File: config.mk
export PLATFORM = sky130hd
export DESIGN_NAME = sid_audio_decimator
export DESIGN_NICKNAME = d
export VERILOG_FILES = /design/src/rtl/sid_audio_decimator.sv
export SDC_FILE = /design/constraint.sdc
export NUM_CORES = 1
export LEC_CHECK = 0
export CORE_MARGIN = 2
export CORE_UTILIZATION = 40
export DETAILED_ROUTE_END_ITERATION = 8
export PLACE_DENSITY = 0.65
export SLEW_MARGIN = 20
export SYNTH_ARGS = -nofsm -noshare
export SYNTH_HDL_FRONTEND = slang
export SYNTH_SLANG_ARGS = --single-unit
File: constraint.sdc
create_clock -name clk -period 4.3 [get_ports clk]
set_clock_uncertainty 0.2 [all_clocks]
set_input_delay 0.43 -clock clk [delete_from_list [all_inputs] [get_ports clk]]
set_output_delay 0.43 -clock clk [all_outputs]
set_load 0.1 [all_outputs]
File: src/rtl/sid_audio_decimator.sv
// SID audio box-car decimator with 4-entry output FIFO.
// Averages 2^LOG2_DECIM samples taken on ce_1m; drained via valid/ready.
module sid_audio_decimator #(
  parameter int LOG2_DECIM = 4,
  parameter bit SIGNED_OUT = 1'b1
) (
  input  logic        clk,
  input  logic        reset,
  input  logic        ce_1m,
  input  logic        en,
  input  logic [17:0] audio_in,
  input  logic        out_ready,
  input  logic        clr_ovf,
  output logic        out_valid,
  output logic [17:0] out_data,
  output logic [2:0]  level,
  output logic        overflow
);
  localparam int AW = 18 + LOG2_DECIM;
  localparam logic [LOG2_DECIM-1:0] LAST = '1;

  logic [AW-1:0]         acc;
  logic [AW-1:0]         sum;
  logic [LOG2_DECIM-1:0] cnt;
  logic [17:0]           avg;
  logic [17:0]           push_data;
  logic [17:0]           mem [4];
  logic [17:0]           last_rd;
  logic [1:0]            wr_ptr;
  logic [1:0]            rd_ptr;
  logic [2:0]            count;
  logic                  blk_done;
  logic                  pop;
  logic                  full;
  logic                  do_push;
  logic                  drop;

  assign sum       = acc + AW'(audio_in);
  assign avg       = sum[AW-1:LOG2_DECIM];
  assign push_data = SIGNED_OUT ? {~avg[17], avg[16:0]} : avg;

  assign blk_done = ce_1m & en & (cnt == LAST);
  assign full     = count[2];
  assign pop      = out_valid & out_ready;
  assign do_push  = blk_done & (~full | pop);
  assign drop     = blk_done & full & ~pop;

  assign out_valid = (count != 3'd0);
  assign level     = count;
  // Empty FIFO shows the last value popped rather than a stale slot.
  assign out_data  = out_valid ? mem[rd_ptr] : last_rd;

  always_ff @(posedge clk or posedge reset) begin
    if (reset) begin
      acc <= '0;
      cnt <= '0;
    end else if (!en) begin
      acc <= '0;
      cnt <= '0;
    end else if (ce_1m) begin
      if (cnt == LAST) begin
        acc <= '0;
        cnt <= '0;
      end else begin
        acc <= sum;
        cnt <= cnt + LOG2_DECIM'(1);
      end
    end
  end

  always_ff @(posedge clk or posedge reset) begin
    if (reset) begin
      for (int i = 0; i < 4; i++) mem[i] <= '0;
      wr_ptr   <= '0;
      rd_ptr   <= '0;
      count    <= '0;
      last_rd  <= '0;
      overflow <= 1'b0;
    end else begin
      if (do_push) begin
        mem[wr_ptr] <= push_data;
        wr_ptr      <= wr_ptr + 2'd1;
      end
      if (pop) begin
        last_rd <= mem[rd_ptr];
        rd_ptr  <= rd_ptr + 2'd1;
      end
      unique case (1'b1)
        do_push & ~pop: count <= count + 3'd1;
        pop & ~do_push: count <= count - 3'd1;
        default: ;
      endcase
      if (drop)
        overflow <= 1'b1;
      else if (clr_ovf)
        overflow <= 1'b0;
    end
  end
endmodule
== After elaboration in Yosys (flattened, before gate mapping) ==
Cells that the tools add are included.
Storage, ports and cells
  register bits: 124
  output and inout port bits: 23
  word-level logic and storage cells: 57
Operators by class
  add/subtract/negate cells: 6
  order comparisons: 3
  equal/unequal tests: 2
  muxes and demuxes: 16
  bitwise operators: 15
  reduce and logical (&&, ||, !) cells: 4
Operators with widths (count)
  bitwise mux 72 bit: 1
  2-to-1 mux 18 bit: 4
  2-to-1 mux 22 bit: 3
  binary-select mux 18 bit (select 2 bit): 1
  demux 18 bit (select 2 bit): 1
  adder 22 x 18 -> 22 bit: 1
  2-to-1 mux 4 bit: 3
  bitwise AND 1 bit: 8
  greater-or-equal comparator 3 bit, second input constant: 2
  NOT 2 -> 3 bit: 2
  case mux 3 bit (2 select lines): 1
  adder 2 x 1 -> 2 bit, second input constant: 2
  adder 4 x 1 -> 4 bit, second input constant: 1
  == test 4 bit, second input constant: 1
  NOT 1 bit: 4
  nonzero test 2 bit: 2
  adder 3 x 1 -> 3 bit, second input constant: 1
  less-than comparator 3 x 1 -> 1 bit, second input constant: 1
  nonzero test 3 bit: 1
  subtractor 3 x 1 -> 3 bit, second input constant: 1
  2-to-1 mux 1 bit: 2
  inequality test 2 bit, second input constant: 1
  logical AND 1 bit: 1
  bitwise OR 1 bit: 1

== Logic depth before layout (Yosys ltp) ==
Gate-level depths: netlist of run 1.
  depth in word-level cells: 7
  depth in mapped cells: 11
  mapped depth without buffers: 10

== Worst setup path after synthesis of run 1 ==
Ideal clock, no wire load.
  path kind: register to output
  start point: reg count[0], in the netlist level[0]
  end point: out out_data[10]
  arrival: 3.334 ns
  data required time: 3.670 ns
  setup slack: 0.336 ns
  cell stages (with the launch flop): 5
  cells stage by stage: dfrtp_1 or3_1 clkbuf_1 buf_1 mux2_2
On the way
  word-level cells in the longest chain between the ends: 2
RTL lines
  from (decl): RTL line 31  | logic [2:0] count;
  from (signal assigned): RTL line 89  | do_push & ~pop: count <= count + 3'd1;
  from (signal assigned): RTL line 90  | pop & ~do_push: count <= count - 3'd1;
  nonzero test 3 bit: RTL line 48  | assign out_valid = (count != 3'd0);
  net out_valid: RTL line 14  | output logic out_valid,
  2-to-1 mux 18 bit: RTL line 51  | assign out_data = out_valid ? mem[rd_ptr] : last_rd;
  to (decl): RTL line 15  | output logic [17:0] out_data,
The timed path passes the listed nets, and every way through them passes these cells.

== Worst setup path after layout of run 1 ==
  start point: reg rd_ptr[0]
  end point: out out_data[12]
On the way
  word-level cells in the longest chain between the ends: 5
RTL lines
  from (decl): RTL line 30  | logic [1:0] rd_ptr;
  from (signal assigned): RTL line 86  | rd_ptr <= rd_ptr + 2'd1;
  NOT 2 -> 3 bit (not written as such): RTL line 51
  binary-select mux 18 bit (select 2 bit): RTL line 51
  2-to-1 mux 18 bit (not written as such) (2 in a row): RTL line 51
  2-to-1 mux 18 bit: RTL line 51
Every way passes these cells. The select of a mux whose other input is x is not followed.

==> results of run 1 <==
## layer usage
layer | GRT usage [%] | wire (um) | part of all wire, % | up-vias
met1 | 25.0 | 7500 | 45 | 2631
met4 | 6.66 | 250 | 1.5 | 0
li1 | - | - | - | 2443
met2 | 30.3 | 8060 | 49 | 127
met3 | 4.37 | 781 | 4.7 | 26
met5 | 0 | 0 | 0 | -
## registers in the layout (all words and copies together), names as in the netlist
register	flops
rd_ptr	2
wr_ptr	2
cnt	4
last_rd	18
acc	22
level	3
mem	72
overflow	1
## synth_stat cells (all sizes together), types with 4 or more instances
library cell / n / share of area, %
ha: 24 / 4.3
dfrtp: 124 / 44
clkbuf: 25 / 1.3
a21oi: 29 / 2.4
nor2b: 6 / 0.53
nor3: 13 / 0.99
a2111oi: 8 / 0.99
o211ai: 7 / 0.75
nor2: 24 / 1.3
nand3: 8 / 0.57
and2: 8 / 0.71
o31ai: 8 / 0.85
xnor2: 13 / 1.6
nand4: 4 / 0.35
mux4: 18 / 5.7
a22o: 8 / 1.0
a21o: 8 / 0.89
a211oi: 6 / 0.64
mux2: 64 / 10
a211o: 8 / 1.1
and3: 15 / 1.4
a31oi: 4 / 0.78
buf: 15 / 1.3
inv: 16 / 0.85
o21ai: 45 / 3.2
nand2: 90 / 4.9
mux2i: 7 / 0.99
xor2: 8 / 0.99
## report_power, final
group / switching (mW) / internal, mW / leakage, nW / total, mW
clock: 0.526 / 0.950 / 0.301 / 1.48
sequential: 0.121 / 1.22 / 1.70 / 1.35
combinational: 0.668 / 0.386 / 1.83 / 1.05
total: 1.32 / 2.56 / 3.83 / 3.88
## metrics by stage
| stage | instances | cell area (um2) | setup slack [ns] |
|---|---|---|---|
| floorplan | 647 | 7050 | 0.336 |
| global placement | 891 | 7670 | 0.945 |
| detailed placement | 891 | 7670 | 0.920 |
| CTS | 923 | 8280 | 0.889 |
| global route | 923 | 8280 | 0.806 |
| finish | 923 | 8280 | 0.961 |
## critical path: stages (launching register included)
cell and delay, ns:
dfrtp_1 0.90, buf_4 0.31, mux4_2 0.55, mux2_2 0.28, buf_4 0.23
## logic make-up (layout without fill, tap and decap cells)
logic type | Yosys count | after routing | share of synthesized area [%]
DFF | 124 | 124 | 44.0
buffers and inverters | 56 | 107 | 3.53
xor gates and xnor gates | 21 | 21 | 2.61
AOI/OAI and AO/OA | 151 | 151 | 15.8
adders and majority gates | 26 | 26 | 4.83
muxes | 89 | 89 | 17.2
and+or+nand+nor | 180 | 180 | 12.0
## final cells by class
class	count	area (um2)	area share, %
repair buffers	59	526	6.35
multi-input cells	467	3700	44.7
flip-flops and latches	124	3100	37.5
inverters	16	62.6	0.755
well taps	225	282	3.40
clock buffers	20	467	5.64
clock inverters	12	144	1.74
## final timing paths
| kind | endpoint | start | cells past startpoint |
|---|---|---|---|
| hold / removal | last_rd[2]$_DFFE_PP0P_ | reset | 2 |
| min in group clk | mem[13]$_DFFE_PP0P_ | mem[13]$_DFFE_PP0P_ | 2 |
| hold reg to reg | mem[13]$_DFFE_PP0P_ | mem[13]$_DFFE_PP0P_ | 2 |
| setup / recovery | out_data[12] | rd_ptr[0]$_DFFE_PP0P_ | 4 |
| max in group asynchronous | rd_ptr[0]$_DFFE_PP0P_ | reset | 3 |
| setup reg to reg | acc[13]$_DFFE_PP0P_ | acc[10]$_DFFE_PP0P_ | 7 |
==> run summary, run 1 <==
outcome -> finished clean
critical path arrival -> 2.71 ns
initial DRC count -> 293
first-pass GRT wire length -> 27000 um
most frequent cells in the layout -> 124 x dfrtp_1, 88 x nand2_1, 60 x mux2_2, 36 x o21ai_0, 30 x buf_4
VDD IR-drop max -> 0.293 mV
Hold Slack -> 0.268 ns
fin. max-slew vios -> 0
DR WL/cell -> 18.0 um
number of maximum-capacitance violations -> 0
synthesized area per cell -> 10.9 um2
DR vias/cell -> 5.66
Post-synth ARST share -> 100%
initial antenna violation count -> 0
WL final -> 16600 um
Die Wd -> 137 um
Gates resized, CTS repair -> 0
Setup TNS Final -> 0 ns
Worst Hold Class -> input pin to asynchronous set/reset pin
Synth cell types -> 68
CP required -> 3.67 ns
RSZ-0062 raised after global routing -> false
Net Count, Synth -> 697
Pre-antenna DRT Iters -> 4
IO Pins -> 47
Die Y -> 137 um
H-tree depth -> 4
period utilization -> 77.6%
layout cells sized above 1 -> 24.8%
r2r setup slk -> 1.39 ns
Root Driver -> clkbuf_16
via count -> 5227
Routed Antenna Nets -> 0
crit path kind -> register to primary output
Detail Placement HPWL -> 11800 um
cells after synthesis -> 647
Tmin final -> 3.34 ns
leading cell type in the layout, fill and taps excluded -> dfrtp_1
die area -> 18700 um2
worst rel slew slack -> 30.7%
CORE AREA -> 17200 um2
largest net degree at the start of global routing -> 74
Layout Area Growth over Synthesis -> 17.5%
sequential cell area fraction in the yosys report -> 44.0%
power consumption -> 3.88 mW
number of global-route vias before repair -> 5161
hold-fix buffer count after cts -> 0
fin util -> 48.0%
final hold viol count -> 0
number of synthesized flops with an enable pin -> 0
# port buffers -> 46
Clock transition at path regs -> 0.06 ns
crit path launch type -> register
CTS tree -> built
fmax -> 300 MHz
total setup buffers inserted after CTS -> 0
Final setup viols -> 0
Max FO, Critical Path -> 14
worst skew pair latency -> 0.42 ns
post-synthesis register bit count -> 124
Pleak -> 3.83 nW
total track usage -> 18.8%
worst slew pin tran -> 1.04 ns
Final nets -> 735
Power Density -> 468 nW/um2
CP endpoint kind -> primary output
Residual DRC -> 0
grt ovf -> 0
Placement Rows -> 48
Starting Density -> 40.9%
number of fill cells in the layout -> 1520
CTS buffer count -> 17
GPL Wtd Cong -> 0.834
Netlist Area Pre-Place -> 7050 um2
yosys warns -> 0
Clock Tree Buf Depth -> 2
Most used DFF post-synth -> dfrtp_1
number of diodes -> 0
CTS sink cnt -> 124
(Power assumes the default switching activity.)
==> run 2, diff against run 1 <==
==> constraint.sdc (replaced) <==
create_clock -name clk -period 3.5 [get_ports clk]
set_clock_uncertainty 0.2 [all_clocks]
set_input_delay 0.35 -clock clk [delete_from_list [all_inputs] [get_ports clk]]
set_output_delay 0.35 -clock clk [all_outputs]
set_load 0.1 [all_outputs]
==> run 2 against run 1 <==
Count of clock-buffer cells in the layout up 1; setup slack worse by 0.46 ns; cell count up 0.54%; sequential power up 16%; clock power up 9%; global-route usage up 0.42 points; highest routed layer unchanged; critical path depth up 4.
==> run summary, run 2 (synthesized netlist as in run 1, its figures left out) <==
number of global-route vias before repair -> 5283 (+2.4%)
Non-Filler Instances -> 928 (+0.54%)
largest register by flop count -> mem
critical path arrival -> 3.08 ns (+0.37 ns)
CTS tree -> built
final hold viol count -> 0 (unchanged)
Tmin final -> 3.00 ns
number of diodes -> 0 (unchanged)
Die Wd -> 137 um (unchanged)
RSZ-0062 raised after global routing -> false
initial antenna violation count -> 0 (unchanged)
Layout Area Growth over Synthesis -> 17.2%
worst rel slew slack -> 34.0% (+3.3 points)
Root Driver -> clkbuf_16
Worst Hold Depth -> 2
die area -> 18700 um2 (unchanged)
family with the most delay on the worst path -> compound AO/OA/AOI/OAI gates
# port buffers -> 46 (unchanged)
crit path kind -> input pin to register
Largest stage delay, worst path -> 0.50 ns (-0.40 ns)
DR vias/cell -> 5.60 (-1.1%)
worst-path cell chain -> clkdlybuf4s50_1, ha_1, a21oi_1, o21bai_1, a21oi_1, nand2_2, xnor2_1, o21ai_0
total track usage -> 19.3% (+0.42 points)
worst slew pin tran -> 0.986 ns (-0.0525 ns)
biggest regs -> mem (72), acc (22), last_rd (18)
grt ovf -> 0 (unchanged)
Max FO, Critical Path -> 11 (-3)
GPL Wtd Cong -> 0.876 (+5.1%)
max FFs per register -> 72 (unchanged)
IO Pins -> 47 (unchanged)
CP endpoint kind -> register
fin. max-slew vios -> 0 (unchanged)
leading cell type in the layout, fill and taps excluded -> dfrtp_1
Gates resized, CTS repair -> 0 (unchanged)
Clock transition at path regs -> 0.05 ns (about the same)
Critical Path Stages -> 8 (+4)
Residual DRC -> 0 (unchanged)
worst skew pair latency -> 0.42 ns (about the same)
CTS sink cnt -> 124 (unchanged)
outcome -> finished clean
most frequent cells in the layout -> 124 x dfrtp_1, 88 x nand2_1, 60 x mux2_2, 39 x buf_4, 36 x o21ai_0
Clock Tree Buf Depth -> 2 (unchanged)
initial DRC count -> 356 (+22%)
Pleak -> 3.82 nW (-0.13%)
CTS buffer count -> 17 (unchanged)
Placement Rows -> 48 (unchanged)
Routed Antenna Nets -> 0 (unchanged)
Inst Count DP -> 899 (+0.90%)
Final setup viols -> 0 (unchanged)
Final nets -> 743 (+1.1%)
Pre-antenna DRT Iters -> 5 (+1)
period utilization -> 85.6%
CORE AREA -> 17200 um2 (unchanged)
VDD IR-drop max -> 0.331 mV (+13%)
fin util -> 47.9% (-0.12 points)
CP required -> 3.58 ns (-0.09 ns)
CP Buf/Inv Count -> 1 (-1)
H-tree depth -> 4 (unchanged)
largest net degree at the start of global routing -> 40 (-46%)
crit path launch type -> input pin
Starting Density -> 40.9% (unchanged)
via count -> 5196 (-0.59%)
WL final -> 17100 um (+3.2%)
hold-fix buffer count after cts -> 0 (unchanged)
layout cells sized above 1 -> 25.2% (+0.39 points)
number of maximum-capacitance violations -> 0 (unchanged)
Power Density -> 555 nW/um2 (+19%)
Die Y -> 137 um (unchanged)
fmax -> 334 MHz
Worst Hold Class -> register to register
first-pass GRT wire length -> 27400 um (+1.6%)
DR WL/cell -> 18.5 um (+2.7%)
Setup TNS Final -> 0 ns (unchanged)
Detail Placement HPWL -> 12200 um (+3.0%)
R2R cell count -> 7 (unchanged)
crit path max-delay cell type -> a21oi_1
most frequent CP cell -> a21oi_1
number of fill cells in the layout -> 1545 (+1.6%)
total setup buffers inserted after CTS -> 0 (unchanged)
## run 2: path summary, 6_finish.rpt
path                                      from               endpoint  slack, ns
min in group asynchronous                reset  rd_ptr[0]$_DFFE_PP0P_       0.28
min reg2reg                mem[31]$_DFFE_PP0P_    mem[31]$_DFFE_PP0P_       0.27
max reg2reg                acc[10]$_DFFE_PP0P_     mem[9]$_DFFE_PP0P_       0.51
min                        mem[31]$_DFFE_PP0P_    mem[31]$_DFFE_PP0P_       0.27
max in group asynchronous                reset    mem[50]$_DFFE_PP0P_       2.05
max                               audio_in[10]     mem[9]$_DFFE_PP0P_       0.50
## run 2: power by group
part	switching [mW]	internal, mW
registers	0.0500	1.51
clock network	0.630	0.994
logic	0.930	0.478
## run 2: area by class of cell
type	count	area [um2]	area share, %
multi-input cells	467	3700	44.8
flip-flops and latches	124	3100	37.6
repair buffers	67	583	7.06
clock buffers	21	460	5.57
well taps	225	282	3.41
clock inverters	8	71.3	0.863
inverters	16	63.8	0.772
## run 2: worst reg2reg max path, stage by stage (launching register included)
cell      delay (ns)
dfrtp_1         0.39
ha_1            0.44
a21oi_1         0.28
o21bai_1        0.13
a21oi_1         0.50
nand2_2         0.31
xnor2_1         0.42
o21ai_0         0.17
## run 2: per-layer routing
| metal | routed length [um] | part of all wire, % | up-vias | track usage, % |
|---|---|---|---|---|
| met5 | 0 | 0 | - | 0 |
| met4 | 320 | 1.9 | 0 | 7.06 |
| met1 | 7840 | 46 | 2592 | 25.4 |
| met2 | 8280 | 48 | 129 | 31.4 |
| li1 | - | - | 2448 | - |
| met3 | 686 | 4.0 | 27 | 3.96 |
## run 2: metrics by stage
stage	cell area (um2)	power [mW]	setup slack, ns	hold WS [ns]
finish	8260	4.59	0.502	0.269
global route	8260	4.80	0.356	0.301
CTS	8260	4.62	0.563	0.272
detailed placement	7730	2.98	0.128	0.258
global placement	7730	2.94	0.284	0.256
floorplan	7060	2.64	0.103	0.240
==> run 3, diff against run 2 <==
--- a/config.mk
+++ b/config.mk
@@ -8,8 +8,9 @@
 export CORE_MARGIN = 2
 export CORE_UTILIZATION = 40
 export DETAILED_ROUTE_END_ITERATION = 8
-export PLACE_DENSITY = 0.65
+export PLACE_DENSITY = 0.7
 export SLEW_MARGIN = 20
 export SYNTH_ARGS = -nofsm -noshare
 export SYNTH_HDL_FRONTEND = slang
 export SYNTH_SLANG_ARGS = --single-unit
+export TNS_END_PERCENT = 30
==> run 3 against run 2 <==
Sequential power is essentially flat; largest power group unchanged; via count up 1.4%; core utilization grew 0.67 points; combinational power fell by 4%; cell count unchanged; fmax rose by 0.34%; largest cell class unchanged; global-route usage grew 0.26 points.
==> run summary, run 3 (synthesized netlist as in run 1, its figures left out) <==
fmax -> 335 MHz (+0.34%)
worst slew pin tran -> 0.968 ns (-0.0187 ns)
Final setup viols -> 0 (unchanged)
CORE AREA -> 17200 um2 (unchanged)
Max FO, Critical Path -> 11 (unchanged)
CTS sink cnt -> 124 (unchanged)
critical path arrival -> 3.08 ns (about the same)
initial DRC count -> 307 (-14%)
Clock transition at path regs -> 0.06 ns (about the same)
VDD IR-drop max -> 0.698 mV (+110%)
power consumption -> 4.84 mW (+5.5%)
CP required -> 3.59 ns (about the same)
period utilization -> 85.4% (-0.29 points)
hold-fix buffer count after cts -> 0 (unchanged)
GPL Wtd Cong -> 0.837 (-4.4%)
Final nets -> 740 (-0.40%)
Placement Rows -> 48 (unchanged)
grt ovf -> 0 (unchanged)
WL final -> 16800 um (-1.8%)
Layout Area Growth over Synthesis -> 18.8%
crit path kind -> input pin to register
layout cells sized above 1 -> 25.5% (+0.28 points)
Largest stage delay, worst path -> 0.49 ns (about the same)
Residual DRC -> 0 (unchanged)
H-tree depth -> 4 (unchanged)
die area -> 18700 um2 (unchanged)
most frequent cells in the layout -> 124 x dfrtp_1, 88 x nand2_1, 60 x mux2_2, 36 x o21ai_0, 34 x buf_4
DR vias/cell -> 5.68 (+1.4%)
Pleak -> 3.87 nW (+1.2%)
RSZ-0062 raised after global routing -> false
largest register by flop count -> mem
worst skew pair latency -> 0.43 ns (about the same)
first-pass GRT wire length -> 27900 um (+2.0%)
Setup TNS Final -> 0 ns (unchanged)
total setup buffers inserted after CTS -> 0 (unchanged)
max FFs per register -> 72 (unchanged)
Clock Tree Buf Depth -> 2 (unchanged)
crit path launch type -> input pin
number of fill cells in the layout -> 1523 (-1.4%)
outcome -> finished clean
CP Buf/Inv Count -> 1 (unchanged)
number of maximum-capacitance violations -> 0 (unchanged)
Starting Density -> 40.9% (unchanged)
family with the most delay on the worst path -> compound AO/OA/AOI/OAI gates
largest net degree at the start of global routing -> 46 (+15%)
Pre-antenna DRT Iters -> 5 (unchanged)
final hold viol count -> 0 (unchanged)
DP Worst Slack -> 0.180 ns (+0.0514 ns)
Gates resized, CTS repair -> 0 (unchanged)
biggest regs -> mem (72), acc (22), last_rd (18)
leading cell type in the layout, fill and taps excluded -> dfrtp_1
# port buffers -> 46 (unchanged)
number of global-route vias before repair -> 5555 (+5.1%)
via count -> 5271 (+1.4%)
fin util -> 48.6% (+0.67 points)
Power Density -> 578 nW/um2 (+4.0%)
worst rel slew slack -> 35.3% (+1.3 points)
CP endpoint kind -> register
Final Worst Setup Slack -> 0.512 ns (+0.0101 ns)
CTS buffer count -> 17 (unchanged)
number of diodes -> 0 (unchanged)
CTS tree -> built
Worst Hold Class -> input pin to asynchronous set/reset pin
fin. max-slew vios -> 0 (unchanged)
Die Wd -> 137 um (unchanged)
DR WL/cell -> 18.1 um (-1.8%)
Routed Antenna Nets -> 0 (unchanged)
IO Pins -> 47 (unchanged)
Root Driver -> clkbuf_16
crit path max-delay cell type -> ha_1
Detail Placement HPWL -> 12100 um (-1.1%)
Die Y -> 137 um (unchanged)
most frequent CP cell -> a21oi_1
initial antenna violation count -> 0 (unchanged)
total track usage -> 19.5% (+0.26 points)
worst-path cell chain -> clkdlybuf4s50_1, ha_1, a21oi_1, o21bai_1, a21oi_1, nand2_2, xnor2_1, o21ai_0
Tmin final -> 2.99 ns (-0.0101 ns)
## run 3: area by class of cell
type                            count  area (um2)  area share [%]
Clock buffer                       21         480            5.74
Sequential cell                   124        3100            37.0
Multi-Input combinational cell    467        3700            44.2
Clock inverter                     11         164            1.96
Tap cell                          225         282            3.36
Inverter                           16        63.8           0.762
Timing Repair Buffer               64         586            6.99
## run 3: metal layers
metal  track usage [%]  up-vias  share of wire [%]
met5                 0        -                  0
met3              4.48       22                4.9
met4              7.81        0                1.7
li1                  -     2450                  -
met1              24.4     2670                 44
met2              32.7      129                 49
## run 3: where the power goes
part / switching (mW) / internal, mW / total (mW)
combinational: 0.889 / 0.473 / 1.36
clock: 0.637 / 1.26 / 1.90
sequential: 0.0740 / 1.51 / 1.58
## run 3: final timing paths
check / from / endpoint / slack, ns / cells past startpoint
worst max-delay path: audio_in[10] / mem[63]$_DFFE_PP0P_ / 0.51 / 8
worst min-delay path: reset / mem[31]$_DFFE_PP0P_ / 0.09 / 2
worst max register to register: acc[10]$_DFFE_PP0P_ / mem[63]$_DFFE_PP0P_ / 0.53 / 7
worst min register to register: mem[26]$_DFFE_PP0P_ / mem[26]$_DFFE_PP0P_ / 0.28 / 2
max in group asynchronous: reset / acc[2]$_DFFE_PP0P_ / 2.44 / 3
min in group clk: mem[26]$_DFFE_PP0P_ / mem[26]$_DFFE_PP0P_ / 0.28 / 2
## run 3: per-stage QoR
step	hold slack, ns	cells	area [um2]
3_5_place_dp	0.271	895	7710
4_1_cts	0.270	927	8360
2_1_floorplan	0.240	647	7060
3_3_place_gp	0.256	895	7710
6_report	0.0949	928	8380
5_1_grt	0.125	928	8380
## run 3: worst register-to-register path: stages, from the launching register on
cell and delay (ns):
dfrtp_1 0.38, ha_1 0.46, a21oi_1 0.33, o21bai_1 0.14
a21oi_1 0.46, nand2_2 0.31, xnor2_1 0.40, o21ai_0 0.17
